### src/rtl/cla_slice_sequencer.sv
// Multi-cycle adder controller: feeds an external combinational 2-bit PG/sum slice
// one operand pair per cycle (LSB pair first), resolves the pair carries and accumulates the sum.
module cla_slice_sequencer #(
  parameter int WIDTH = 16
) (
  input  logic             clk,
  input  logic             rst_n,
  input  logic             start,
  output logic             ready,
  input  logic [WIDTH-1:0] op_a,
  input  logic [WIDTH-1:0] op_b,
  input  logic             op_cin,
  output logic             busy,
  output logic             done,
  output logic [WIDTH-1:0] sum,
  output logic             cout,
  output logic             ovf,
  output logic [1:0]       sl_a,
  output logic [1:0]       sl_b,
  output logic             sl_cin,
  output logic             sl_c0,
  input  logic [1:0]       sl_p,
  input  logic [1:0]       sl_g,
  input  logic [1:0]       sl_s
);

  localparam int STEPS = WIDTH / 2;
  localparam int SW    = (STEPS > 1) ? $clog2(STEPS) : 1;

  typedef enum logic [1:0] {IDLE, RUN, DONE} state_t;

  state_t           state_reg, state_next;
  logic [SW-1:0]    step_reg;
  logic             carry_reg;
  logic [WIDTH-1:0] opa_reg, opb_reg;
  logic [WIDTH-1:0] sum_reg, sum_next;
  logic             cout_reg, ovf_reg;
  logic             run, last, accept, c2;
  logic [1:0]       a_pair [STEPS];
  logic [1:0]       b_pair [STEPS];

  // Per-pair views of the latched operands; the active pair of sum takes the slice result.
  generate
    for (genvar gi = 0; gi < STEPS; gi++) begin : g_pair
      assign a_pair[gi] = opa_reg[2*gi +: 2];
      assign b_pair[gi] = opb_reg[2*gi +: 2];
      assign sum_next[2*gi +: 2] = (step_reg == SW'(gi)) ? sl_s : sum_reg[2*gi +: 2];
    end
  endgenerate

  assign run    = (state_reg == RUN);
  assign last   = (step_reg == SW'(STEPS - 1));
  assign accept = start && !run;

  assign ready = !run;
  assign busy  = run;
  assign done  = (state_reg == DONE);
  assign sum   = sum_reg;
  assign cout  = cout_reg;
  assign ovf   = ovf_reg;

  // Slice carries come from p/g, which depend only on sl_a/sl_b, so there is no loop.
  always_comb begin
    sl_a   = '0;
    sl_b   = '0;
    sl_cin = 1'b0;
    sl_c0  = 1'b0;
    if (run) begin
      sl_a   = a_pair[step_reg];
      sl_b   = b_pair[step_reg];
      sl_cin = carry_reg;
      sl_c0  = sl_g[0] | (sl_p[0] & carry_reg);
    end
    c2 = sl_g[1] | (sl_p[1] & sl_c0);
  end

  always_comb begin
    state_next = state_reg;
    case (state_reg)
      IDLE:    if (start) state_next = RUN;
      RUN:     if (last)  state_next = DONE;
      DONE:    state_next = start ? RUN : IDLE;
      default: state_next = IDLE;
    endcase
  end

  always_ff @(posedge clk or negedge rst_n) begin
    if (!rst_n) begin
      state_reg <= IDLE;
      step_reg  <= '0;
      carry_reg <= 1'b0;
      opa_reg   <= '0;
      opb_reg   <= '0;
      sum_reg   <= '0;
      cout_reg  <= 1'b0;
      ovf_reg   <= 1'b0;
    end else begin
      state_reg <= state_next;
      if (accept) begin
        opa_reg   <= op_a;
        opb_reg   <= op_b;
        carry_reg <= op_cin;
        step_reg  <= '0;
        sum_reg   <= '0;
      end else if (run) begin
        sum_reg   <= sum_next;
        carry_reg <= c2;
        step_reg  <= step_reg + SW'(1);
        if (last) begin
          cout_reg <= c2;
          ovf_reg  <= sl_c0 ^ c2;
        end
      end
    end
  end

endmodule

### config.mk
export PLATFORM = sky130hd
export DESIGN_NAME = cla_slice_sequencer
export DESIGN_NICKNAME = d
export VERILOG_FILES = /design/src/rtl/cla_slice_sequencer.sv
export SDC_FILE = /design/constraint.sdc
export NUM_CORES = 1
export LEC_CHECK = 0
export ABC_AREA = 0
export CAP_MARGIN = 20
export CORE_ASPECT_RATIO = 1.1
export CORE_MARGIN = 2
export CORE_UTILIZATION = 50
export CTS_CLUSTER_DIAMETER = 30
export DETAILED_ROUTE_END_ITERATION = 12
export PLACE_DENSITY = 0.8
export SKIP_CTS_REPAIR_TIMING = 1
export SKIP_LAST_GASP = 1
export SLEW_MARGIN = 15
export SYNTH_ARGS = -nofsm -noshare
export SYNTH_HDL_FRONTEND = slang
export SYNTH_SLANG_ARGS = --single-unit
### constraint.sdc
create_clock -name clk -period 1.9 [get_ports clk]
set_input_delay 0.285 -clock clk [delete_from_list [all_inputs] [get_ports clk]]
set_output_delay 0.285 -clock clk [all_outputs]
set_load 0.1 [all_outputs]
# == Yosys cells after proc, flatten, opt, wreduce, memory -nomap -nowiden ==
# Cells that the tools add are included.
# totals
ff_bits,56
latch_bits,0
ramBits,0
romBits,0
output_inout_bits,27
n_memories,0
# classes
add_sub_neg,1
multipliers,0
div,0
order_cmp,1
eq_ne,11
shifts,0
mux,28
bitwise,7
n_reduce_logical,23
# ops
cell,n
two-way mux 16 bit,2
two-way mux 2 bit,16
AND reduction 2 bit,9
nonzero test 2 bit,9
binary-select mux 2 bit (select 3 bit),2
"equality test 3 bit, second input constant",4
"equality test 3 x 2 -> 1 bit, second input constant",2
two-way mux 3 bit,2
case mux 2 bit (3 select lines),1
two-way mux 1 bit,5
"greater-or-equal comparator 4 bit, second input constant",1
NOT 3 -> 4 bit,1
"adder 3 x 1 -> 3 bit, second input constant",1
"equality test 3 x 1 -> 1 bit, second input constant",1
logical NOT 3 bit,1
AND reduction 3 bit,1
bitwise AND 1 bit,2
"equality test 2 x 1 -> 1 bit, second input constant",1
"equality test 2 bit, second input constant",1
logical NOT 2 bit,1
"!= test 2 x 1 -> 1 bit, second input constant",1
"!= test 2 bit, second input constant",1
bitwise OR 1 bit,2
logical AND 1 bit,1
other kinds (3),3

# == Depth between registers and ports, before layout ==
# Gate-level depths: netlist of the first run.
# logic_depth
depth_word,7
ltp_mapped,7
depth_no_buf,5

# == Worst setup path before layout of the first run ==
# Ideal clock, no wire load.
# synth_path
path_kind,reg2out
startpoint,reg state_reg[1]
endpoint,out sl_a[0]
arrival_time_ns,2.042
t_required_ns,1.615
path_slack_ns,-0.427
stages_incl_launch_ff,5
path_buffers,2
cell_sequence,dfrtp_1 -> nor2b_4 -> buf_6 -> buf_2 -> and4_1
# synth_via
elab_chain_len,2
# synth_rtl
element,line,text
from (decl),32,"state_t state_reg, state_next;"
from (signal assigned),98,state_reg <= state_next;
equality test 2 x 1 -> 1 bit,51,assign run = (state_reg == RUN);
net busy,13,"output logic busy,"
two-way mux 2 bit,68,if (run) begin
to (decl),18,"output logic [1:0] sl_a,"
# The timed path passes the listed nets, and every way through them passes these cells.

# == Worst setup path after layout of the first run ==
# layout_path
startpoint,reg step_reg[1]
endpoint,out sl_a[0]
# layout_via
elab_chain_len,5
# layout_rtl
element,line,text
from (decl),33,logic [SW-1:0] step_reg;
from (signal assigned),108,step_reg <= step_reg + SW'(1);
NOT 3 -> 4 bit (implied by the code),69,sl_a = a_pair[step_reg];
binary-select mux 2 bit (select 3 bit),69,
two-way mux 2 bit (implied by the code) (2 in series),69,
two-way mux 2 bit,68,
# Every way passes these cells. The select of a mux whose other input is x is not followed.

==> results.md, run 1 <==
* Via Count at 1950
* Final #Nets at between 300 and 400
* FILL cells at 398
* Placer Congestion at between 0.7 and 0.8
* Run status: finished, violations left
* Post-Syn Instances at 219
* Max incr delay on CP at approximately 0.43 ns
* CP max-delay cell: dfrtp_1
* Worst Setup End Kind: primary output
* Failing checks: negative setup slack
* Yosys warns at 0
* R2R Setup Slk at 0.12 ns
* # diodes at 0
* Worst-skew pair later-pin latency at around 0.30 ns
* Max-slew violation total from the final report at 0
* Port bufs at 68
* Fin crit period at roughly 1.9 ns
* CP Launch Type: register
* First DRT Iteration DRCs at between 80 and 90
* Hold crit path type: input port to async pin
* Commonest non-fill, non-tap cell in the layout: dfrtp_1
* Met3 track demand over resource at 0.0292
* CP Class: register to primary output
* Crit Path Max Fanout at 7
* Total core area at between 5000 and 6000 sq um
* Post-Syn Area at 2880 sq um
* Chip width at between 70 and 80 um
* Synth unique cells at 34
* Peak Freq at about 520 MHz
* DR DRC count at 0
* Beginning of the critical path: step_reg[1]$_DFFE_PN0P_
* # IOs at 69
* Overflow after GRT at 0
* RSZ-0062 raised after global routing: yes
* Hold Vio Cnt, Final at 0
* Die area at 6370 sq um
* First-pass GRT wire length at around 10000 um
* Delay-heaviest family, CP: flip-flops
* Fin Clk Skew at 0.00902 ns
* FF-to-FF End: sum[15]$_DFFE_PN0P_
* GRT Total Usage at 0.194
* Largest net degree at the start of global routing at 37
* Die Y at ~84 um
* CTS tree: done
* Vias in the first global route at slightly above 2000
* GR Util met2 at 0.335
* Post-Route WL at between 5000 and 6000 um
* CP cell instances: buf_6, mux2i_1, a22oi_1, and4_4, buf_12
* Max-Cap Viols at 0
* Share of layout cells above drive strength 1 at 0.305
* Initial antenna violation count at 0
* Worst R2R Start: step_reg[1]$_DFFE_PN0P_
* Avg WL per Cell at 15.9 um
* Commonest cells after routing, fill and taps aside: dfrtp_1 (56), clkdlybuf4s50_1 (40), mux2i_1 (31), mux2_4 (30), buf_4 (29)
* Initial core utilization at 0.526
* Syn_nets at ~270
* Post-synthesis sequential area ratio at 0.487
* Via/cell ratio at around 5.3
* R2R cell count at 7
* Met1 Track Usage GR at 0.253
* FF+latch count, synth at 56
* Crit share post-route at 1.02
* Longest Clk Path Bufs at 2
* Drt pass-1 iters at 4
* Arr. time, crit path at ~1.7 ns
* Final setup viols at 4
* Antenna Nets Post-Route at 0
* Post-DP HPWL at between 4000 and 5000 um
* Min Hold Slack at about 0.48 ns
* GRT busiest layer: met2
* Worst-Margin Slew at ~0.51 ns
* Synth Area per Inst at about 13 sq um
* TritonCTS Buffers at 5
* H-tree Lvls at 2
* Required time of the critical path at 1.62 ns
* Slew HR at 0.662
* Post-route setup slack at -0.0367 ns
* CTS clk-pin slew, worst paths at ~0.090 ns
* Layout Area Growth over Synthesis at 32.3%
* Clk sink count at between 50 and 60
* Root Buffer: clkbuf_8
* Row cnt at 28
* Worst Path Buf+Inv at 2
through the flow:
stage | instance area, sq um | utilization | std cells | setup TNS (ns) | worst slack [ns]
2_1_floorplan | 2890 | - | 219 | 0 | 0.104
3_3_place_gp | 3640 | 0.667 | 355 | 0 | 0.267
3_5_place_dp | 3640 | 0.667 | 355 | 0 | 0.243
4_1_cts | 3740 | 0.684 | 363 | -0.275 | -0.0892
5_1_grt | 3800 | 0.696 | 370 | -0.385 | -0.118
6_report | 3800 | 0.696 | 370 | -0.0962 | -0.0367
how the worst max path moves through the flow:
| stage | depth (start not counted) | to | slack, ns |
|---|---|---|---|
| floorplan | 4 | sl_cin | 0.10 |
| global placement | 3 | opb_reg[14]$_DFFE_PN0P_ | 0.27 |
| detailed placement | 6 | sum[15]$_DFFE_PN0P_ | 0.24 |
| CTS | 5 | sl_b[1] | -0.09 |
| global route | 6 | sl_b[1] | -0.12 |
| finish | 5 | sl_a[0] | -0.04 |
cells by family (layout without fill, tap and decap cells):
family,after synthesis,after routing,share of synthesized area
multiplexers,63,63,0.272
flip-flops,56,56,0.487
AND/OR/NAND/NOR,43,43,0.0879
AO/OA/AOI/OAI,30,30,0.0701
buffers and inverters,21,97,0.0561
adder cells (fa/ha/maj),6,6,0.0261
synthesized netlist by cell type (all sizes together):
master | number | area (sq um)
clkbuf | 3 | 11.3
dfrtp | 56 | 1400
and2 | 2 | 12.5
nand2 | 11 | 57.6
nor2 | 3 | 11.3
mux2 | 32 | 473
nand2b | 3 | 18.8
a21oi | 2 | 10.0
a211oi | 1 | 7.51
nand3 | 14 | 70.1
o21ai | 12 | 60.1
a32o | 2 | 20.0
and2b | 1 | 7.51
mux2i | 31 | 310
buf | 12 | 120
o2bb2ai | 4 | 35.0
a21o | 1 | 7.51
nor2b | 4 | 32.5
inv | 6 | 30.0
nand3b | 1 | 7.51
a22o | 2 | 17.5
and4 | 4 | 35.0
a22oi | 4 | 30.0
ha | 6 | 75.1
o31ai | 1 | 7.51
o22ai | 1 | 6.26
worst reg2reg max path, stage by stage (launching register included):
cell and delay, ns:
dfrtp_1 0.43, buf_8 0.16, buf_4 0.14, ha_1 0.20
ha_1 0.22, nand3b_1 0.18, inv_1 0.11, a22o_1 0.24
layout make-up:
cell class / count / area [sq um] / area share
repair buffers: 83 / 860 / 0.226
multi-input cells: 142 / 1330 / 0.349
clock buffers: 7 / 86.3 / 0.0227
clock inverters: 1 / 7.51 / 0.00197
well taps: 75 / 93.8 / 0.0247
inverters: 6 / 30.0 / 0.00789
flip-flops and latches: 56 / 1400 / 0.368
routing by layer:
metal / up-vias / wire length (um)
li1: 934 / -
met1: 961 / 2550
met2: 49 / 3080
met3: 6 / 206
met4: 0 / 60
met5: - / 0
Power of run 1 is not shown: default switching activity piles up to over one toggle a cycle in this logic, so the estimate is an artifact.
==> run 2, diff against run 1 <==
Settings changed: HOLD_SLACK_MARGIN set to 0.1.
==> results of run 2 <==
No change in the layout: final DEF, timing and power equal those of run 1.
Power of run 2 is left out for the same reason.
==> run 3, diff against run 2 <==
Settings changed: CORE_MARGIN 2 to not set.
==> run 3 against run 2 <==
The flow still finishes with violations (negative setup slack). Cell count is 0.27% lower. Non-clock buffer count is 1 lower. Sequential cell count stayed put. First-iteration DRC count is 20% higher. Via count is 0.41% higher. Clock skew hardly changed. Maximum frequency is 2.4% lower. Core utilization is 0.39 points higher. Sequential share of layout area is 0.20 points lower. Design area is 0.56% higher.
==> results.md, run 3 (synthesis gave the netlist of run 1 again) <==
* RSZ-0062 raised after global routing: yes
* Max-Cap Viols at 0
* Overflow after GRT at 0
* Hold Vio Cnt, Final at 0
* CP Launch Type: register
* Clk sink count at between 50 and 60
* Layout Utilization at 0.700
* H-tree Lvls at 2
* # IOs at 69
* Worst Setup End Kind: primary output
* Hold crit path type: input port to async pin
* Chip width at 74.3 um
* GRT Total Usage at 0.201
* Final setup viols at 4
* Required time of the critical path at 1.62 ns
* Initial antenna violation count at 0
* Worst-skew pair later-pin latency at 0.32 ns
* CP Class: register to primary output
* Fin crit period at 1.98 ns
* First DRT Iteration DRCs at between 90 and 100
* Via Count at 1958
* Root Buffer: clkbuf_8
* Commonest cells after routing, fill and taps aside: dfrtp_1 (56), clkdlybuf4s50_1 (40), mux2i_1 (31), mux2_4 (30), buf_4 (28)
* Antenna Nets Post-Route at 0
* Drt pass-1 iters at 4
* Share of layout cells above drive strength 1 at 0.316
* CTS tree: done
* Placer Congestion at between 0.7 and 0.8
* Avg WL per Cell at roughly 16 um
* First-pass GRT wire length at just over 9000 um
* Slew HR at 0.706
* Longest Clk Path Bufs at 2
* Row cnt at 28
* Worst-Margin Slew at about 0.44 ns
* Post-route setup slack at -0.0840 ns
* DR DRC count at 0
* TritonCTS Buffers at 5
* Largest net degree at the start of global routing at 40
* Total core area at between 5000 and 6000 sq um
* Post-Route WL at 5730 um
* # diodes at 0
* Final #Nets at roughly 340
* Peak Freq at approximately 500 MHz
* Port bufs at a little under 70
* Layout Area Growth over Synthesis at 33.1%
* Via/cell ratio at ~5.3
* Die area at 6060 sq um
* Commonest non-fill, non-tap cell in the layout: dfrtp_1
* Failing checks: negative setup slack
* Initial core utilization at 0.526
* Crit Path Max Fanout at 12
* Vias in the first global route at approximately 1900
* Die Y at about 80 um
* Crit share post-route at 1.04
* Arr. time, crit path at 1.70 ns
* Post-DP HPWL at around 4000 um
* Run status: finished, violations left
* Max-slew violation total from the final report at 0
* Fin Clk Skew at ~0.009 ns
* CTS clk-pin slew, worst paths at around 0.10 ns
-- run 3: stage by stage --
stage | setup slack (ns) | setup TNS [ns] | hold WS (ns) | instance area, sq um | std cells
6_report | -0.0840 | -0.209 | 0.439 | 3830 | 369
5_1_grt | -0.154 | -0.436 | 0.468 | 3830 | 369
4_1_cts | -0.139 | -0.486 | -0.0901 | 3740 | 362
3_5_place_dp | 0.240 | 0 | 0.251 | 3650 | 354
3_3_place_gp | 0.268 | 0 | 0.248 | 3650 | 354
2_1_floorplan | 0.104 | 0 | -0.0106 | 2890 | 219
-- run 3: metal layers --
metal | vias to the layer above | part of all wire | GRT usage
li1 | 929 | - | -
met1 | 958 | 0.44 | 0.276
met2 | 61 | 0.50 | 0.315
met3 | 10 | 0.048 | 0.0442
met4 | 0 | 0.013 | 0.0679
met5 | - | 0 | 0
-- run 3: critical path, stage by stage (launching register included) --
cell and delay, ns:
dfrtp_1 0.42, buf_12 0.17, mux2i_1 0.12, a22oi_1 0.21, and4_4 0.28, buf_12 0.17
-- run 3: cell type report --
cell class,count,area [sq um]
Inverter,6,30.0
Timing Repair Buffer,82,866
Multi-Input combinational cell,142,1340
Clock buffer,7,86.3
Clock inverter,1,7.51
Tap cell,75,93.8
Fill cell,404,1640
Sequential cell,56,1400
-- run 3: final timing paths --
| path | cells after the start | slack [ns] | startpoint | endpoint |
|---|---|---|---|---|
| max reg2reg | 6 | 0.18 | state_reg[0]$_DFFE_PN0P_ | opb_reg[9]$_DFFE_PN0P_ |
| max in group asynchronous | 3 | 0.92 | rst_n | opb_reg[0]$_DFFE_PN0P_ |
| min reg2reg | 2 | 0.50 | cout$_DFFE_PN0P_ | cout$_DFFE_PN0P_ |
| min | 2 | 0.44 | rst_n | sum[2]$_DFFE_PN0P_ |
| min in group clk | 2 | 0.50 | cout$_DFFE_PN0P_ | cout$_DFFE_PN0P_ |
| max | 5 | -0.08 | step_reg[1]$_DFFE_PN0P_ | sl_b[1] |
Power of run 3 is left out for the same reason.
